**config.mk**
```make
export PLATFORM = sky130hd
export DESIGN_NAME = decode_stage
export DESIGN_NICKNAME = d
export VERILOG_FILES = /design/src/rtl/decode_pkg.sv /design/src/rtl/reg_file_2r1w.sv /design/src/rtl/decode_stage.sv
export SDC_FILE = /design/constraint.sdc
export NUM_CORES = 2
export LEC_CHECK = 0
export CORE_MARGIN = 2
export CORE_UTILIZATION = 30
export CTS_CLUSTER_SIZE = 28
export DETAILED_ROUTE_END_ITERATION = 10
export PLACE_DENSITY = 0.45
export SYNTH_ARGS = -nofsm -noshare
export SYNTH_HDL_FRONTEND = slang
export SYNTH_SLANG_ARGS = --single-unit
```
**constraint.sdc**
```tcl
create_clock -name clk -period 14.42 [get_ports clk]
set_clock_uncertainty 0.2 [all_clocks]
set_input_delay 2.884 -clock clk [delete_from_list [all_inputs] [get_ports clk]]
set_output_delay 2.884 -clock clk [all_outputs]
set_load 0.05 [all_outputs]
```
**src/rtl/decode_pkg.sv**
```systemverilog
// Shared decode definitions for the ID stage: opcode/funct constants, ALU
// control encoding, the decoded control bundle and the ID/EX register layout.
package decode_pkg;

    localparam logic [5:0] OP_RTYPE = 6'h00;
    localparam logic [5:0] OP_J     = 6'h02;
    localparam logic [5:0] OP_BEQ   = 6'h04;
    localparam logic [5:0] OP_BNE   = 6'h05;
    localparam logic [5:0] OP_ADDI  = 6'h08;
    localparam logic [5:0] OP_LW    = 6'h23;
    localparam logic [5:0] OP_SW    = 6'h2B;

    localparam logic [5:0] FN_ADD = 6'h20;
    localparam logic [5:0] FN_SUB = 6'h22;
    localparam logic [5:0] FN_AND = 6'h24;
    localparam logic [5:0] FN_OR  = 6'h25;
    localparam logic [5:0] FN_SLT = 6'h2A;

    typedef enum logic [2:0] {
        ALU_ADD = 3'd0,
        ALU_SUB = 3'd1,
        ALU_AND = 3'd2,
        ALU_OR  = 3'd3,
        ALU_SLT = 3'd4
    } alu_ctrl_e;

    typedef struct packed {
        logic      reg_write;
        logic      mem_to_reg;
        logic      mem_read;
        logic      mem_write;
        logic      alu_src;
        alu_ctrl_e alu_ctrl;
        logic [4:0] write_reg;
        logic      branch_eq;
        logic      branch_ne;
        logic      jump;
    } ctrl_t;

    typedef struct packed {
        ctrl_t       ctrl;
        logic [31:0] rd1;
        logic [31:0] rd2;
        logic [31:0] imm;
        logic [31:0] pc_next;
        logic [4:0]  rs;
        logic [4:0]  rt;
    } idex_t;

    // Anything not recognised falls out as an all-zero bundle, i.e. a NOP.
    function automatic ctrl_t decode_ctrl(input logic [31:0] instr);
        ctrl_t c;
        c = '0;
        case (instr[31:26])
            OP_RTYPE: begin
                c.reg_write = 1'b1;
                c.write_reg = instr[15:11];
                case (instr[5:0])
                    FN_ADD:  c.alu_ctrl = ALU_ADD;
                    FN_SUB:  c.alu_ctrl = ALU_SUB;
                    FN_AND:  c.alu_ctrl = ALU_AND;
                    FN_OR:   c.alu_ctrl = ALU_OR;
                    FN_SLT:  c.alu_ctrl = ALU_SLT;
                    default: c = '0;
                endcase
            end
            OP_LW: begin
                c.reg_write  = 1'b1;
                c.mem_to_reg = 1'b1;
                c.mem_read   = 1'b1;
                c.alu_src    = 1'b1;
                c.write_reg  = instr[20:16];
            end
            OP_SW: begin
                c.mem_write = 1'b1;
                c.alu_src   = 1'b1;
            end
            OP_ADDI: begin
                c.reg_write = 1'b1;
                c.alu_src   = 1'b1;
                c.write_reg = instr[20:16];
            end
            OP_BEQ: begin
                c.branch_eq = 1'b1;
                c.alu_ctrl  = ALU_SUB;
            end
            OP_BNE: begin
                c.branch_ne = 1'b1;
                c.alu_ctrl  = ALU_SUB;
            end
            OP_J:    c.jump = 1'b1;
            default: c = '0;
        endcase
        return c;
    endfunction

endpackage

```
**src/rtl/reg_file_2r1w.sv**
```systemverilog
// 32x32 register file: two combinational reads, one synchronous write,
// r0 hardwired to zero and a write-through bypass on both read ports.
module reg_file_2r1w (
    input  logic        clk,
    input  logic        rst_n,
    input  logic        we_i,
    input  logic [4:0]  waddr_i,
    input  logic [31:0] wdata_i,
    input  logic [4:0]  raddr1_i,
    input  logic [4:0]  raddr2_i,
    output logic [31:0] rdata1_o,
    output logic [31:0] rdata2_o
);

    logic [31:0] regs_q [32];

    always_ff @(posedge clk or negedge rst_n) begin
        if (!rst_n) begin
            for (int i = 0; i < 32; i++) regs_q[i] <= '0;
        end else if (we_i && (waddr_i != 5'd0)) begin
            regs_q[waddr_i] <= wdata_i;
        end
    end

    function automatic logic [31:0] read_port(input logic [4:0] addr);
        if (addr == 5'd0)
            return '0;
        else if (we_i && (waddr_i == addr))
            return wdata_i;
        else
            return regs_q[addr];
    endfunction

    assign rdata1_o = read_port(raddr1_i);
    assign rdata2_o = read_port(raddr2_i);

endmodule

```
**src/rtl/decode_stage.sv**
```systemverilog
// ID stage of the five-stage MIPS-subset core: decode, register read, branch
// and jump resolution, hazard stalls, squash after redirect, ID/EX register.
module decode_stage
    import decode_pkg::*;
(
    input  logic        clk,
    input  logic        reset,
    input  logic [31:0] instruction,
    input  logic [31:0] PCnext,
    input  logic        wbRegWrite,
    input  logic [4:0]  wbWriteReg,
    input  logic [31:0] wbWriteData,
    input  logic        regWriteM,
    input  logic [4:0]  writeRegM,
    output logic        BRANCH,
    output logic [31:0] PCbranch,
    output logic        EN_REG,
    output logic        regWriteE,
    output logic        memToRegE,
    output logic        memReadE,
    output logic        memWriteE,
    output logic        aluSrcE,
    output logic [2:0]  aluCtrlE,
    output logic [31:0] rd1E,
    output logic [31:0] rd2E,
    output logic [31:0] immE,
    output logic [31:0] PCnextE,
    output logic [4:0]  rsE,
    output logic [4:0]  rtE,
    output logic [4:0]  writeRegE
);

    logic [4:0]  rs, rt;
    ctrl_t       ctrl;
    logic [31:0] rd1, rd2, imm, target;
    logic        hit_rs, hit_rt, load_use, branch_hz, stall, taken;
    logic        squash_q, squash_d;
    idex_t       idex_q, idex_d;

    assign rs   = instruction[25:21];
    assign rt   = instruction[20:16];
    assign ctrl = decode_ctrl(instruction);
    assign imm  = {{16{instruction[15]}}, instruction[15:0]};

    reg_file_2r1w u_rf (
        .clk      (clk),
        .rst_n    (reset),
        .we_i     (wbRegWrite),
        .waddr_i  (wbWriteReg),
        .wdata_i  (wbWriteData),
        .raddr1_i (rs),
        .raddr2_i (rt),
        .rdata1_o (rd1),
        .rdata2_o (rd2)
    );

    // Branches compare in ID with no forwarding, so they wait until any
    // pending producer in EX or MEM has reached write-back.
    always_comb begin
        hit_rs = (rs != 5'd0) &&
                 ((idex_q.ctrl.reg_write && (idex_q.ctrl.write_reg == rs)) ||
                  (regWriteM && (writeRegM == rs)));
        hit_rt = (rt != 5'd0) &&
                 ((idex_q.ctrl.reg_write && (idex_q.ctrl.write_reg == rt)) ||
                  (regWriteM && (writeRegM == rt)));
        load_use  = idex_q.ctrl.mem_read && (idex_q.rt != 5'd0) &&
                    ((idex_q.rt == rs) || (idex_q.rt == rt));
        branch_hz = (ctrl.branch_eq || ctrl.branch_ne) && (hit_rs || hit_rt);
        stall     = !squash_q && (load_use || branch_hz);
        taken     = !squash_q && !stall &&
                    ((ctrl.branch_eq && (rd1 == rd2)) ||
                     (ctrl.branch_ne && (rd1 != rd2)) ||
                     ctrl.jump);
        target    = ctrl.jump ? {PCnext[31:28], instruction[25:0], 2'b00}
                              : PCnext + {imm[29:0], 2'b00};
    end

    assign BRANCH   = reset && taken;
    assign EN_REG   = !reset || !stall;
    assign PCbranch = reset ? target : 32'd0;
    assign squash_d = taken;

    always_comb begin
        idex_d.ctrl    = ctrl;
        idex_d.rd1     = rd1;
        idex_d.rd2     = rd2;
        idex_d.imm     = imm;
        idex_d.pc_next = PCnext;
        idex_d.rs      = rs;
        idex_d.rt      = rt;
        if (stall || squash_q) idex_d.ctrl = '0;
    end

    always_ff @(posedge clk or negedge reset) begin
        if (!reset) begin
            squash_q <= 1'b0;
            idex_q   <= '0;
        end else begin
            squash_q <= squash_d;
            idex_q   <= idex_d;
        end
    end

    assign regWriteE = idex_q.ctrl.reg_write;
    assign memToRegE = idex_q.ctrl.mem_to_reg;
    assign memReadE  = idex_q.ctrl.mem_read;
    assign memWriteE = idex_q.ctrl.mem_write;
    assign aluSrcE   = idex_q.ctrl.alu_src;
    assign aluCtrlE  = idex_q.ctrl.alu_ctrl;
    assign writeRegE = idex_q.ctrl.write_reg;
    assign rd1E      = idex_q.rd1;
    assign rd2E      = idex_q.rd2;
    assign immE      = idex_q.imm;
    assign PCnextE   = idex_q.pc_next;
    assign rsE       = idex_q.rs;
    assign rtE       = idex_q.rt;

endmodule

```
Yosys cells after proc, flatten, opt, wreduce, memory -nomap -nowiden
Index checks and enable logic that the tools add are counted.
- memory bits (writable): 0
- register bits: 1160
- input bits: 110
- bits in latches: 0
- memories: 0
- output and inout bits: 185
- bits in read-only memories: 0
- logic and storage cells: 146
- multipliers: 0
- equality and inequality tests: 21
- magnitude comparators: 4
- div/mod/pow operators: 0
- bitwise gates (word level): 3
- mux-type cells: 28
- add/sub/neg operators: 1
- shift-type cells: 0
- reduce and logical (&&, ||, !) cells: 43
- operator list (kind ; count):
    1024-bit bitwise mux ; 1
    32-bit 2-to-1 mux ; 11
    32-bit binary-select mux with 5-bit select ; 2
    32-bit demux with 5-bit select ; 1
    6-bit equality test, second input constant ; 7
    5-bit equality test ; 8
    32-bit adder ; 1
    32-bit equality test ; 1
    32-bit != test ; 1
    5-bit nonzero test ; 4
    1-bit logical AND ; 19
    6-bit >= comparator, second input constant ; 3
    5-bit NOT with 6-bit output ; 3
    16-bit 2-to-1 mux ; 1
    6-bit by 3-bit equality test with 1-bit output, second input constant ; 2
    1-bit case mux with 2 select lines ; 6
    3-bit case mux with 4 select lines ; 1
    5-bit logical NOT ; 2
    1-bit logical OR ; 10
    5-bit case mux with 2 select lines ; 1
    8-bit 2-to-1 mux ; 1
    6-bit by 2-bit equality test with 1-bit output, second input constant ; 1
    6-bit by 4-bit equality test with 1-bit output, second input constant ; 1
    6-bit logical NOT ; 1
    other kinds (8) ; 11

Depth between registers and ports, before layout
- depth after elaboration: 12
- mapped depth: 18
- mapped depth without buffers: 14

By module
From an unflattened synthesis, not the netlist that was laid out.
- cells, all modules: 4317
- area total of the unflattened synthesis: 61262.5 sq um
- modules (own cells, without submodules) (module ; sequential area each (sq um) ; cells an instance ; times used ; area each (sq um)):
    reg_file_2r1w ; 25624.6 ; 3712 ; 1 ; 54777.5
    decode_stage ; 3378.2 ; 605 ; 1 ; 6485.0

Least setup slack after synthesis
No wires, ideal clock.
- path kind: in2out
- from: input port instruction[22]
- to: output port BRANCH
- stages on the path: 14
- path slack: 5.001 ns
- required time: 11.336 ns
- path buffers: 4
- arrival time: 6.335 ns
- cell sequence: buf_2 > buf_2 > clkbuf_1 > clkbuf_1 > mux4_2 > mux2i_1 > o21ai_0 > a32oi_1 > xnor2_1 > a2111oi_4 > nand4_1 > or4_1 > nand3_2 > and2_1
- word-level cells in the longest chain between the ends: 12
- elaborated cells on any way between the ends: 33
- those cells by class: 6 x eq/ne; 5 x mux; 1 x bitwise; 21 x reduce/logical
- ends and longest elaborated chain (element ; RTL line ; RTL):
    from (decl) ; decode_stage.sv:8 ; input logic [31:0] instruction,
    5-bit NOT with 6-bit output (implied by the code) (tied with other cells) ; reg_file_2r1w.sv:31 ; return regs_q[addr];
    32-bit binary-select mux with 5-bit select (tied with other cells) ; reg_file_2r1w.sv:31 ;
    32-bit 2-to-1 mux (implied by the code) / 1-bit logical OR (equally long branches) ; reg_file_2r1w.sv:31, decode_stage.sv:61 ;
    32-bit 2-to-1 mux (implied by the code) / 1-bit logical AND (equally long branches) ; reg_file_2r1w.sv:31, decode_stage.sv:60 ;
    32-bit 2-to-1 mux / 1-bit logical OR (equally long branches) ; reg_file_2r1w.sv:28, decode_stage.sv:68 ;
    32-bit 2-to-1 mux / 1-bit logical AND (equally long branches) ; reg_file_2r1w.sv:26, decode_stage.sv:68 ;
    32-bit equality test (tied with other cells) ; decode_stage.sv:71 ; ((ctrl.branch_eq && (rd1 == rd2)) ||
    1-bit logical AND, on equally long branches ; decode_stage.sv:71, decode_stage.sv:69, decode_stage.sv:72 ;
    1-bit logical OR / 1-bit logical NOT (equally long branches) ; decode_stage.sv:71, decode_stage.sv:70 ;
    1-bit logical OR / 1-bit logical AND (equally long branches) ; decode_stage.sv:72, decode_stage.sv:70 ;
    1-bit logical AND (*) ; decode_stage.sv:70 ; taken = !squash_q && !stall &&
    via squash_d ; decode_stage.sv:37 ; logic squash_q, squash_d;
    1-bit logical AND (*) ; decode_stage.sv:78 ; assign BRANCH = reset && taken;
    to (decl) ; decode_stage.sv:15 ; output logic BRANCH,
The timed path passes the listed nets; every way through them passes the cells marked *. The select of a mux whose other input is x is not followed.

==> results.txt <==
status - finished clean
detailed-route wire length per cell - 35.3 um
Post-synth EDFFs - 0
Reg clk slew, reported paths - 0.06 ns
Post-CTS Resized - 0
FILL cells - 20000
Slew Limit Fails - 0
drt first pass iters - 6
worst-path cell chain - clkdlybuf4s50_1 -> xnor2_1 -> nand4_1 -> o21ai_2 -> buf_4 -> o22ai_1 -> and2_1 -> nor4_1 -> and4_1 -> nand4_1 -> or4_1 -> nand3_2 -> and2_1 -> clkdlybuf4s50_1
gr usage total - 24.3%
Post-Syn Area per Cell - 14.2 sq um
total CTS buffers - 143
CTS tree - built
Tcrit/Tclk final - 84.1%
initial antenna violation count - 18
die area - 0.211 sq mm
synthesized cell area - 0.0622 sq mm
Synth warnings - 0
antenna viol nets, final - 0
Final Wtd Congestion - 0.861
Post-Place Setup Slack - 2.26 ns
number of clock sinks - 1159
Setup Crit Path Kind - in -> out
Critical Path End Type - output pin
area delta synth->final - 16.7%
dominant synthesized flop cell - dfrtp_1
Static Leak - 31.0 nW
Slew @ Worst Pin - 1.38 ns
register area - 0.0290 sq mm
sequential area share after synthesis - 46.6%
Total Wirelength - 260000 um
Remaining Overflow, GRT - 0
cts hold-fix bufs - 0
Multi-input gate area - 0.0310 sq mm
Hold Path Class - reg -> reg
synthesized instance count - 4374
Synth Register Bits - 1159
vias in the first global route - 43100
NumNets Final - 4662
largest net degree at the start of global routing - 149
Max Fclk - 82.4 MHz
drt drc - 0
Max-Cap Viols - 0
Critical Path RT - 11.34 ns
largest delay contributor family on the critical path - simple AND/OR/NAND/NOR gates
PortBufs - 294
commonest non-fill, non-tap cell in the layout - dfrtp_1
Die Span X - 459 um
RSZ-0062 raised after global routing - no
DPL Wire Length - 165000 um
die span in y - 459 um
WP data arrival - 9.05 ns
vias - 42500
maximum clock insertion buffer count - 3
Root Driver - clkbuf_16
Power per Cell Area - 143 mW/mm^2
first-pass GRT wire length - 361000 um
core box area - 0.207 sq mm
clk_lat worst skew - 0.82 ns
syn nets - 4514
Worst Path Buf+Inv - 3
most frequent cells in the layout - dfrtp_1, mux2_2, mux4_2
Async SR Flop Fraction - 100%
Detailed Route Iter0 Violations - 3925
Hold Fails Final Rpt - 0
Via density - 5.78
Largest stage delay, worst path - 0.83 ns
# rows - 167
H-Tree Depth - 4
initial core utilization - 30.1%
Slew HR - 8.11%
Netlist cell types - 82
final setup violation count - 0
IO Pins - 295
Crit Path Max Fanout - 9
layout cell share with drive strength beyond 1 - 41.4%
post-CTS setup buffer count - 0
Max IR drop VDD - 106 uV
Final min period - 12.13 ns
Final WS setup - 2.29 ns
crit start category - input pin
Min Hold Slack - 0.192 ns
Crit-path slowest cell - clkdlybuf4s50_1
Fin Setup TNS - 0 ns
[sequential cells by signal, indices dropped and copies added (netlist names), 3 cells and up]
register     cells
rd1E            32
immE            16
writeRegE        5
u_rf.regs_q   1024
PCnextE         32
aluCtrlE         3
rd2E            32
rtE              5
rsE              5
[logic make-up after synthesis]
group | Yosys count | synth area share [%]
compound gates | 460 | 5.10
fa+ha+maj | 30 | 0.615
flops | 1159 | 46.6
xor+xnor | 78 | 1.10
buf+inv | 482 | 4.04
simple gates | 506 | 4.25
mux | 1659 | 38.3
[Yosys cell counts, types with 48 or more instances]
cell / count / area share, %
buf_1: 61 / 0.37
buf_2: 67 / 0.54
o21ai_0: 48 / 0.39
a21oi_1: 87 / 0.70
o22ai_1: 73 / 0.73
clkbuf_1: 243 / 1.5
a22oi_1: 88 / 1.1
nand2_1: 153 / 0.92
nor2_1: 82 / 0.49
dfrtp_1: 1159 / 47
mux4_2: 430 / 16
mux2_2: 1006 / 18
mux2i_1: 187 / 3.0
[where the power goes]
group / internal (mW) / switching (mW) / leakage (nW)
clock network: 2.13 / 1.56 / 2.36
logic: 1.18 / 1.20 / 13.9
registers: 3.84 / 0.447 / 14.8
total: 7.15 / 3.20 / 31.0
[worst paths after layout]
path | end | start | cells past startpoint | slack (ns)
min in group asynchronous | PCnextE[13] | reset | 1 | 1.81
setup reg to reg | squash_q | u_rf.regs_q[1022] | 10 | 10.05
max in group asynchronous | rd1E[15] | reset | 5 | 8.20
hold / removal | u_rf.regs_q[1018] | u_rf.regs_q[1018] | 0 | 0.19
setup / recovery | BRANCH | wbWriteReg[1] | 14 | 2.29
hold reg to reg | u_rf.regs_q[1018] | u_rf.regs_q[1018] | 0 | 0.19
[through the flow]
stage          utilization, %  cells  total power, mW  area, sq um
2_1_floorplan               -   4374             5.80        62200
3_3_place_gp             32.8   7081             6.67        67800
3_5_place_dp             32.8   7081             6.71        67800
4_1_cts                  35.1   7344             10.4        72600
5_1_grt                  35.1   7347             10.8        72600
6_report                 35.1   7350             10.4        72600
[cell type report]
type                       count  area share (%)
multi-input combinational   2733            42.7
sequential                  1159            39.9
timing repair buffer         458            5.94
clock buffer                 212            5.78
tap                         2704            4.66
clock inverter                51           0.801
inverter                      27           0.141
antenna                        6          0.0207
[worst register-to-register path: cells and delay by family (launching register included)]
family / cells / cell delay [ns]
flip-flops: 1 / 0.39
multiplexers: 2 / 0.88
AND/OR/NAND/NOR: 5 / 1.56
AO/OA/AOI/OAI: 3 / 1.24
[layer usage]
| metal | up-vias | wire length (um) | global-route usage, % |
|---|---|---|---|
| met1 | 23300 | 111000 | 32.3 |
| met5 | - | 26 | 0 |
| met3 | 426 | 16200 | 4.70 |
| li1 | 17100 | - | - |
| met2 | 1690 | 121000 | 38.7 |
| met4 | 4 | 11500 | 10.3 |
No activity file was read; power rests on OpenSTA's default activity.
